### src/rtl/svm_pkg.sv
// Shared types and default widths for the SVM sample loader.
package svm_pkg;

    localparam int unsigned DefNFeatures     = 33;
    localparam int unsigned DefInputWidth    = 4;
    localparam int unsigned DefClassWidth    = 3;
    localparam int unsigned DefTimeoutCycles = 1024;

    typedef enum logic [1:0] {
        StLoad,
        StStart,
        StWait,
        StResult
    } state_e;

endpackage

### src/rtl/svm_sample_loader_if.sv
// Feature stream, core handshake and result handshake of the sample loader.
// slave: the loader itself; master: whatever surrounds it (feeder, core, consumer).
interface svm_sample_loader_if #(
    parameter int unsigned N_FEATURES  = svm_pkg::DefNFeatures,
    parameter int unsigned INPUT_WIDTH = svm_pkg::DefInputWidth,
    parameter int unsigned CLASS_WIDTH = svm_pkg::DefClassWidth
);
    logic [INPUT_WIDTH-1:0]            feat_in;
    logic                              feat_valid;
    logic                              feat_ready;
    logic [N_FEATURES*INPUT_WIDTH-1:0] core_in;
    logic                              core_start;
    logic                              core_ready;
    logic [CLASS_WIDTH-1:0]            core_class;
    logic [CLASS_WIDTH-1:0]            res_class;
    logic                              res_valid;
    logic                              res_ready;
    logic                              res_timeout;

    modport slave (
        input  feat_in, feat_valid, core_ready, core_class, res_ready,
        output feat_ready, core_in, core_start, res_class, res_valid, res_timeout
    );

    modport master (
        output feat_in, feat_valid, core_ready, core_class, res_ready,
        input  feat_ready, core_in, core_start, res_class, res_valid, res_timeout
    );
endinterface

### src/rtl/svm_sample_loader.sv
// Collects N_FEATURES serial words MSB-first, starts the SVM core, latches its class.
// Define SVM_TIMEOUT_EN to add a WAIT watchdog that forces an all-ones timeout result.
module svm_sample_loader
    import svm_pkg::*;
#(
    parameter int unsigned N_FEATURES     = DefNFeatures,
    parameter int unsigned INPUT_WIDTH    = DefInputWidth,
    parameter int unsigned CLASS_WIDTH    = DefClassWidth,
    parameter int unsigned TIMEOUT_CYCLES = DefTimeoutCycles
) (
    input logic                clk,
    input logic                rst,
    svm_sample_loader_if.slave bus
);
    localparam int unsigned SampleW = N_FEATURES * INPUT_WIDTH;
    localparam int unsigned CntW    = (N_FEATURES > 1) ? $clog2(N_FEATURES) : 1;
    localparam logic [CntW-1:0] LastCnt = CntW'(N_FEATURES - 1);

    state_e                 state_q, state_d;
    logic [CntW-1:0]        cnt_q, cnt_d;
    logic [SampleW-1:0]     core_in_q, core_in_d;
    logic [CLASS_WIDTH-1:0] res_class_q, res_class_d;
    logic                   core_ready_q;
    logic                   ready_rise;
    logic                   feat_ready;
    logic                   core_start;
    logic                   res_valid;

`ifdef SVM_TIMEOUT_EN
    localparam int unsigned WdogW = (TIMEOUT_CYCLES > 1) ? $clog2(TIMEOUT_CYCLES) : 1;
    localparam logic [WdogW-1:0] WdogLast = WdogW'(TIMEOUT_CYCLES - 1);

    logic [WdogW-1:0] wdog_q, wdog_d;
    logic             res_timeout_q, res_timeout_d;
`else
    logic unused_timeout_cycles;
    assign unused_timeout_cycles = ^TIMEOUT_CYCLES;
`endif

    // A core_ready already high when WAIT is entered is not a rise, so a stale level is ignored.
    assign ready_rise = bus.core_ready && !core_ready_q;

    always_comb begin
        state_d     = state_q;
        cnt_d       = cnt_q;
        core_in_d   = core_in_q;
        res_class_d = res_class_q;
        feat_ready  = 1'b0;
        core_start  = 1'b0;
        res_valid   = 1'b0;
`ifdef SVM_TIMEOUT_EN
        wdog_d        = '0;
        res_timeout_d = res_timeout_q;
`endif
        case (state_q)
            StLoad: begin
                feat_ready = 1'b1;
                if (bus.feat_valid) begin
                    core_in_d = (core_in_q << INPUT_WIDTH) | SampleW'(bus.feat_in);
                    if (cnt_q == LastCnt) begin
                        cnt_d   = '0;
                        state_d = StStart;
                    end else begin
                        cnt_d = cnt_q + CntW'(1);
                    end
                end
            end
            StStart: begin
                core_start = 1'b1;
                state_d    = StWait;
            end
            StWait: begin
                if (ready_rise) begin
                    res_class_d = bus.core_class;
                    state_d     = StResult;
                end
`ifdef SVM_TIMEOUT_EN
                else if (wdog_q == WdogLast) begin
                    res_class_d   = '1;
                    res_timeout_d = 1'b1;
                    state_d       = StResult;
                end else begin
                    wdog_d = wdog_q + WdogW'(1);
                end
`endif
            end
            StResult: begin
                res_valid = 1'b1;
                if (bus.res_ready) begin
`ifdef SVM_TIMEOUT_EN
                    res_timeout_d = 1'b0;
`endif
                    state_d = StLoad;
                end
            end
            default: state_d = StLoad;
        endcase
    end

    always_ff @(posedge clk or posedge rst) begin
        if (rst) begin
            state_q      <= StLoad;
            cnt_q        <= '0;
            core_in_q    <= '0;
            res_class_q  <= '0;
            core_ready_q <= 1'b0;
        end else begin
            state_q      <= state_d;
            cnt_q        <= cnt_d;
            core_in_q    <= core_in_d;
            res_class_q  <= res_class_d;
            core_ready_q <= bus.core_ready;
        end
    end

`ifdef SVM_TIMEOUT_EN
    always_ff @(posedge clk or posedge rst) begin
        if (rst) begin
            wdog_q        <= '0;
            res_timeout_q <= 1'b0;
        end else begin
            wdog_q        <= wdog_d;
            res_timeout_q <= res_timeout_d;
        end
    end

    assign bus.res_timeout = res_timeout_q;
`else
    assign bus.res_timeout = 1'b0;
`endif

    assign bus.feat_ready = feat_ready;
    assign bus.core_start = core_start;
    assign bus.core_in    = core_in_q;
    assign bus.res_class  = res_class_q;
    assign bus.res_valid  = res_valid;

endmodule

### src/flat_wrapper.sv
// flat-port wrapper written by rule: the top's interface ports become plain ports
module svm_sample_loader_flat import svm_pkg::*;
#(
    parameter int unsigned N_FEATURES     = DefNFeatures,
    parameter int unsigned INPUT_WIDTH    = DefInputWidth,
    parameter int unsigned CLASS_WIDTH    = DefClassWidth,
    parameter int unsigned TIMEOUT_CYCLES = DefTimeoutCycles
)
  (clk, rst, bus_feat_in, bus_feat_valid, bus_core_ready, bus_core_class, bus_res_ready, bus_feat_ready, bus_core_in, bus_core_start, bus_res_class, bus_res_valid, bus_res_timeout);
  svm_sample_loader_if #(.N_FEATURES(N_FEATURES), .INPUT_WIDTH(INPUT_WIDTH), .CLASS_WIDTH(CLASS_WIDTH)) bus_i ();
  input logic clk;
  input logic rst;
  input wire logic [$bits(bus_i.feat_in)-1:0] bus_feat_in;
  input wire logic [$bits(bus_i.feat_valid)-1:0] bus_feat_valid;
  input wire logic [$bits(bus_i.core_ready)-1:0] bus_core_ready;
  input wire logic [$bits(bus_i.core_class)-1:0] bus_core_class;
  input wire logic [$bits(bus_i.res_ready)-1:0] bus_res_ready;
  output wire logic [$bits(bus_i.feat_ready)-1:0] bus_feat_ready;
  output wire logic [$bits(bus_i.core_in)-1:0] bus_core_in;
  output wire logic [$bits(bus_i.core_start)-1:0] bus_core_start;
  output wire logic [$bits(bus_i.res_class)-1:0] bus_res_class;
  output wire logic [$bits(bus_i.res_valid)-1:0] bus_res_valid;
  output wire logic [$bits(bus_i.res_timeout)-1:0] bus_res_timeout;
  assign bus_i.feat_in = bus_feat_in;
  assign bus_i.feat_valid = bus_feat_valid;
  assign bus_i.core_ready = bus_core_ready;
  assign bus_i.core_class = bus_core_class;
  assign bus_i.res_ready = bus_res_ready;
  assign bus_feat_ready = bus_i.feat_ready;
  assign bus_core_in = bus_i.core_in;
  assign bus_core_start = bus_i.core_start;
  assign bus_res_class = bus_i.res_class;
  assign bus_res_valid = bus_i.res_valid;
  assign bus_res_timeout = bus_i.res_timeout;
  svm_sample_loader #(.N_FEATURES(N_FEATURES), .INPUT_WIDTH(INPUT_WIDTH), .CLASS_WIDTH(CLASS_WIDTH), .TIMEOUT_CYCLES(TIMEOUT_CYCLES)) u_core (.clk(clk), .rst(rst), .bus(bus_i));
endmodule
### config.mk
export PLATFORM = sky130hd
export DESIGN_NAME = svm_sample_loader_flat
export DESIGN_NICKNAME = d
export VERILOG_FILES = /design/src/rtl/svm_pkg.sv /design/src/rtl/svm_sample_loader_if.sv /design/src/rtl/svm_sample_loader.sv /design/src/flat_wrapper.sv
export SDC_FILE = /design/constraint.sdc
export NUM_CORES = 1
export LEC_CHECK = 0
export BUFFER_PORTS_ARGS = -buffer_cell sky130_fd_sc_hd__buf_2
export CAP_MARGIN = 15
export CORE_MARGIN = 10
export CORE_UTILIZATION = 50
export DETAILED_ROUTE_END_ITERATION = 16
export MAX_ROUTING_LAYER = met4
export PLACE_DENSITY = 0.76
export SYNTH_ARGS = -nofsm -noshare
export SYNTH_HDL_FRONTEND = slang
export SYNTH_SLANG_ARGS = --single-unit
### constraint.sdc
create_clock -name clk -period 6.22 [get_ports clk]
set_clock_uncertainty 0.1 [all_clocks]
set_input_delay 1.244 -clock clk [delete_from_list [all_inputs] [get_ports clk]]
set_output_delay 1.244 -clock clk [all_outputs]
set_load 0.1 [all_outputs]
### Word-level counts from Yosys, hierarchy flattened

Cells that the tools add are included.
Widths: inputs -> output; s select.

| word-level totals | value |
|---|---|
| register bits | 144 |
| input port bits | 12 |
| output and inout port bits | 139 |
| logic and storage cells | 30 |

| cells by class | value |
|---|---|
| add/sub/neg operators | 1 |
| eq/ne operators | 8 |
| multiplexer cells | 9 |
| bitwise gates (word level) | 1 |
| reduce and logical (&&, ||, !) cells | 6 |

Operators with widths:

| operator | number |
|---|---|
| $or 132x4->132 | 1 |
| $mux 2 | 4 |
| $pmux 2 s4 | 1 |
| $add 6x1->6 const B | 1 |
| $eq 6x6->1 const B | 1 |
| $mux 6 | 1 |
| $eq 2x2->1 const B | 2 |
| $ne 2x1->1 const B | 2 |
| $ne 2x2->1 const B | 2 |
| $reduce_and 2->1 | 2 |
| $reduce_and 4->1 | 1 |
| $mux 1 | 3 |
| $eq 2x1->1 const B | 1 |
| $logic_not 2->1 | 1 |
| $logic_and 1x1->1 | 1 |
| $logic_not 1->1 | 1 |

### Depth between registers and ports, before layout

Gate-level depths: netlist (run 1).

| depth | value |
|---|---|
| word-level depth | 4 |
| mapped depth | 8 |
| gate-level depth less buffers | 6 |

### Worst setup path after synthesis (run 1)

Ideal clock, no wire load.

| path | value |
|---|---|
| path kind | reg2out |
| start point | register u_core.state_q[0] |
| end point | output port bus_feat_ready |
| arrival | 1.319 ns |
| data required time | 4.876 ns |
| path slack | 3.557 ns |
| stages on the path, launching flop included | 3 |
| cell sequence | dfrtp_1 > inv_1 > ha_1 |

| between the ends | value |
|---|---|
| cells in the longest elaborated chain, start to end | 2 |

RTL lines:

| what | line | text |
|---|---|---|
| start: declaration | svm_sample_loader.sv:19 | `state_e state_q, state_d;` |
| start signal: assignment | svm_sample_loader.sv:102 | `state_q <= StLoad;` |
| start signal: assignment | svm_sample_loader.sv:108 | `state_q <= state_d;` |
| $logic_not 2->1 | svm_sample_loader.sv:55 | `case (state_q)` |
| $mux 1 | svm_sample_loader.sv:55 |  |
| end: declaration | flat_wrapper.sv:18 | `output wire logic [$bits(bus_i.feat_ready)-1:0] bus_feat_ready;` |

Every way passes these cells.

### Worst setup path in the final report (run 1)

| path | value |
|---|---|
| start point | register u_core.state_q[1] |
| end point | output port bus_feat_ready |

The elaborated chain is that of the path after synthesis.

==> flow_metrics.tcl, run 1 <==
set metrics [dict create \
    dpl.hpwl_mm 9.09 \
    htree_levels 4 \
    power.switching_mw 1.88 \
    cts.sinks 144 \
    wl_per_cell_um 14.7 \
    final_hold_viol_count 0 \
    synth-seq-area-share_pct 64.8 \
    min_period_ps 3150 \
    area_growth_syn_to_layout_pct 26.5 \
    crit_required_ps 4880 \
    p_comb_share_pct 40.5 \
    fin_hold_ws_ps 381 \
    diodes 0 \
    r2r_end "u_core.cnt_q[5]" \
    status "completed" \
    setup_viol 0 \
    drv_cap 0 \
    grt_first_pass_wirelength_mm 22.4 \
    fmax_mhz 317 \
    cts_resized 0 \
    path_max_fanout 4 \
    vias 4373 \
    period_share_pct 50.6 \
    rsz0062_at_grt "false" \
    top_usage_layer "met2" \
    reg2regPathDepth 7 \
    cts_tree "done" \
    mostFrequentLayoutCells "402 x nand2_1, 149 x buf_2, 144 x dfrtp_1" \
    leakagePower_nw 4.35 \
    yosysTopAreaCell "dfrtp_1" \
    p_clk_share_pct 28.3 \
    grt_start_max_net_pins 97 \
    port_buffers 149 \
    seq_power_share_pct 31.1 \
    grt_use_total_pct 17.6 \
    drcViolationCount 0 \
    start_util_pct 51.3 \
    clk_latency_ps 500 \
    holdBufCountCts 0 \
    worst_hold_path.endpoint "u_core.bus.core_in[131]" \
    use_met2_pct 27.7 \
    finalWirelength_mm 13.3 \
    antenna_found_initial 0 \
    die_x_um 125 \
    r2r_slack_ps 3430 \
    viasPerCell 4.81 \
    synth-main-ff-cell "dfrtp_1" \
    layout.nets 776 \
    path_class "reg -> out" \
    ant_nets 0 \
    final_area_mm2 0.00704 \
    cts.path.max_buffers 2 \
    cts-root-buf "clkbuf_8" \
    die_h_um 125 \
    cts_buffers 17 \
    place_area_mm2 0.00638 \
    drt_iter0_markers 434 \
    final_layout_size_suffix_gt1_share_pct 25.1 \
    async_flop_share_pct 100 \
    use_met1_pct 21.5 \
    worstMarginPinSlew_ps 833 \
    std_cell_rows 38 \
    ios 151 \
    gp_congestion 0.772 \
    layout_commonest_cell "nand2_1" \
    slew_headroom_pct 44.5 \
    yosysWarningCount 0 \
    grt_util_met3_pct 4.99 \
    post_cts_buffers 0 \
    reg2reg_from "u_core.state_q[1]" \
    avgSynthCellArea_um2 9.01 \
    synth_edf_count 0 \
    grt_overflow 0 \
    grt_pass1_vias 4346 \
    slew_viol_final 0 \
    endpoint_kind "output port" \
    synth_nets 636 \
    synthCells 617 \
    synth-seq-cells 144 \
    yosysTopAreaCellShare_pct 64.8 \
    hold_depth 2 \
    core-area_mm2 0.0108 \
    synth_area_leaders "dfrtp_1 65%, nand2_1 27%, ha_1 1.6%" \
    cp_data_arrival_time_ps 1810 \
    drtPass1Iterations 5 \
    swShare_pct 48.0 \
    powerDensity_mw_per_mm2 556 \
    clkTransAtPathRegs_ps 60 \
    die_area_mm2 0.0157 \
    p_int_mw 2.03 \
    worstHoldPathType "reg -> reg" \
    synth.distinct_cells 25 \
    post-route-util_pct 64.9 \
    fin_tns_setup_ps 0 \
    start_kind "flip-flop" \
    peakVddDrop_mv 0.478 \
    syn_area_mm2 0.00556 \
    holdCritStartpoint "u_core.bus.core_in[131]" \
]
## cell usage after synthesis (all sizes together) (2+ instances only)
| cell | count |
|---|---|
| nand4 | 2 |
| clkbuf | 11 |
| xnor2 | 2 |
| nand3 | 3 |
| o21ai | 3 |
| mux2 | 5 |
| dfrtp | 144 |
| ha | 7 |
| inv | 5 |
| nor2 | 2 |
| buf | 20 |
| nand2 | 403 |
## state kept, by name, summed over array words and instances, names as in the netlist
register              count
u_core.bus.core_in      132
u_core.bus.res_class      3
u_core.cnt_q              6
u_core.core_ready_q       1
u_core.state_q            2
## layer usage
layer | wire, µm | share of wire, %
met5 | 0 | 0
met4 | 184 | 1.4
met3 | 493 | 3.7
met2 | 6850 | 51
met1 | 5810 | 44
## worst max-delay path, stage by stage, from the launching register on
cell and delay, ps:
dfrtp_1 420, inv_1 120, ha_1 280, buf_2 470
## kinds of logic (layout without fill, tap and decap cells)
group | Yosys count | count (layout) | synth area share (%)
AND/OR/NAND/NOR | 416 | 416 | 28.6
adder cells (fa/ha/maj) | 7 | 7 | 1.58
flip-flops | 144 | 144 | 64.8
AO/OA/AOI/OAI | 5 | 5 | 0.608
buffers and inverters | 36 | 189 | 2.77
other | 1 | 1 | 0.0674
XOR/XNOR | 2 | 2 | 0.315
multiplexers | 6 | 6 | 1.26
## power by group through the flow
stage	clock network (mW)	logic [mW]	registers, mW
5_1_grt	1.17	1.67	1.24
6_report	1.11	1.59	1.22
3_3_place_gp	0	1.58	1.22
4_1_cts	1.13	1.60	1.22
2_1_floorplan	0	0.427	2.13
3_5_place_dp	0	1.60	1.23
## layout make-up
type | instances | area (µm²)
inverters | 5 | 23.8
multi-input cells | 437 | 1810
fillers | 877 | 3800
clock buffers | 21 | 469
repair buffers | 152 | 768
flip-flops and latches | 144 | 3600
clock inverters | 11 | 183
well taps | 140 | 175
## stage by stage
stage / power (mW) / setup WS (ps) / cells
global placement: 2.80 / 2900 / 878
floorplan: 2.56 / 1010 / 617
global route: 4.08 / 2940 / 910
finish: 3.91 / 3070 / 910
CTS: 3.94 / 3020 / 910
detailed placement: 2.83 / 2830 / 878
## worst max path at each step
stage	startpoint	to	slack, ps	depth (start not counted)
finish	u_core.state_q[1]	bus_feat_ready	3070	3
global route	u_core.state_q[0]	bus_feat_ready	2940	3
CTS	u_core.state_q[1]	bus_feat_ready	3020	3
detailed placement	bus_feat_valid	u_core.cnt_q[5]	2830	6
global placement	bus_feat_valid	u_core.cnt_q[5]	2900	6
floorplan	rst	u_core.bus.core_in[0]	1010	1
No activity file was read; power rests on OpenSTA's default activity.
==> run 2, diff against run 1 <==
Clock period 6.22 ns to 3 ns, I/O delays scaled along.
==> run 2 against run 1 <==
- combinational power grew 110%
- cell count grew 0.33%
- register-to-register slack lost 2600 ps
- total power grew 100%
- via count grew 0.14%
- hold slack lost 280 ps
- sequential power grew 110%
- count of clock-buffer cells in the layout shrank 1
- routed wire length grew 1.9%
- critical path type unchanged
- critical endpoint unchanged
==> flow_metrics.tcl, run 2 (synthesis gave the netlist of run 1 again) <==
set metrics [dict create \
    status "completed" \
    final_hold_viol_count 0 \
    peakVddDrop_mv 1.07 \
    p_comb_share_pct 42.8 \
    cts.sinks 144 \
    p_clk_share_pct 24.9 \
    ios 151 \
    drcViolationCount 0 \
    powerDensity_mw_per_mm2 1110 \
    wl_per_cell_um 14.9 \
    fin_tns_setup_ps 0 \
    worstMarginPinSlew_ps 722 \
    slew_headroom_pct 51.8 \
    layout_commonest_cell "nand2_1" \
    period_share_pct 83.9 \
    leakagePower_nw 4.32 \
    route.met3.wl_um 560 \
    rsz0062_at_grt "false" \
    top_layer_used "met4" \
    cts_tree "done" \
    clkTransAtPathRegs_ps 60 \
    swShare_pct 50.3 \
    cts-root-buf "clkbuf_8" \
    core-area_mm2 0.0108 \
    drt-met1-wl_mm 5.65 \
    start_util_pct 51.3 \
    ant_nets 0 \
    slew_viol_final 0 \
    grt_overflow 0 \
    dpl.hpwl_mm 9.37 \
    cp_data_arrival_time_ps 1820 \
    drv_cap 0 \
    port_buffers 149 \
    crit_required_ps 2300 \
    worstHoldPathType "in -> async" \
    grt_pass1_vias 4328 \
    cts_resized 0 \
    p_int_mw 3.88 \
    die_h_um 125 \
    start_kind "flip-flop" \
    final_layout_size_suffix_gt1_share_pct 25.2 \
    reg2regPathDepth 6 \
    vias 4379 \
    area_growth_syn_to_layout_pct 26.1 \
    setup_viol 0 \
    met2WireLength_mm 7.24 \
    layout.nets 779 \
    path_max_fanout 4 \
    largest_register_ffs 132 \
    r2r_end "u_core.bus.core_in[94]" \
    gp_congestion 0.758 \
    drtPass1Iterations 4 \
    r2r_slack_ps 840 \
    min_period_ps 2520 \
    fmax_mhz 397 \
    power.switching_mw 3.93 \
    std_cell_rows 38 \
    htree_levels 4 \
    mostFrequentLayoutCells "402 x nand2_1, 149 x buf_2, 144 x dfrtp_1" \
    cts_buffers 17 \
    die_x_um 125 \
    diodes 0 \
    viasPerCell 4.80 \
    post_cts_buffers 0 \
    grt_use_total_pct 17.7 \
    fin_hold_ws_ps 95.9 \
    path_class "reg -> out" \
    reg2reg_from "u_core.state_q[0]" \
    finalWirelength_mm 13.6 \
    seq_power_share_pct 32.3 \
    cts.path.max_buffers 2 \
    grt_start_max_net_pins 74 \
    holdBufCountCts 0 \
    die_area_mm2 0.0157 \
    grt_first_pass_wirelength_mm 22.4 \
    antenna_found_initial 0 \
    clk_latency_ps 510 \
    endpoint_kind "output port" \
    drt_iter0_markers 442 \
]
[run 2: how the worst max path moves through the flow]
stage	from	to	slack, ps	cells past startpoint
3_3_place_gp	u_core.state_q[0]	u_core.bus.core_in[18]	990	6
5_1_grt	u_core.state_q[0]	bus_feat_ready	400	3
6_report	u_core.state_q[0]	bus_feat_ready	480	3
2_1_floorplan	rst	u_core.bus.core_in[0]	490	1
4_1_cts	u_core.state_q[0]	bus_feat_ready	460	3
3_5_place_dp	u_core.state_q[0]	u_core.bus.core_in[94]	880	6
[run 2: routing by layer]
metal  global-route usage [%]  vias to the layer above
met5                        -                        -
met4                     5.62                        0
met3                     4.31                       15
met2                     29.3                      102
met1                     20.7                     2106
li1                         -                     2156
[run 2: final cells by class]
type	count	area (µm²)
inverter	5	22.5
sequential	144	3600
timing repair buffer	155	841
fill	914	3830
clock buffer	20	445
tap	140	175
clock inverter	12	110
multi-input combinational	437	1810
[run 2: through the flow]
stage	cell area (µm²)	instances	utilization [%]	power (mW)	worst slack, ps
floorplan	5560	617	-	5.31	495
global placement	6450	881	59.5	5.85	990
detailed placement	6450	881	59.5	5.91	877
CTS	7010	913	64.7	7.88	464
global route	7010	913	64.7	8.14	403
finish	7010	913	64.7	7.81	483
[run 2: power by group through the flow]
| stage | Combinational [mW] | Sequential, mW | Clock, mW |
|---|---|---|---|
| 2_1_floorplan | 0.885 | 4.42 | 0 |
| 3_3_place_gp | 3.32 | 2.53 | 0 |
| 3_5_place_dp | 3.36 | 2.55 | 0 |
| 4_1_cts | 3.37 | 2.52 | 1.98 |
| 5_1_grt | 3.51 | 2.56 | 2.08 |
| 6_report | 3.34 | 2.52 | 1.95 |
[run 2: critical path: stages, from the launching register on]
cell and delay, ps:
dfrtp_1 400, inv_1 130, ha_1 290, buf_2 480
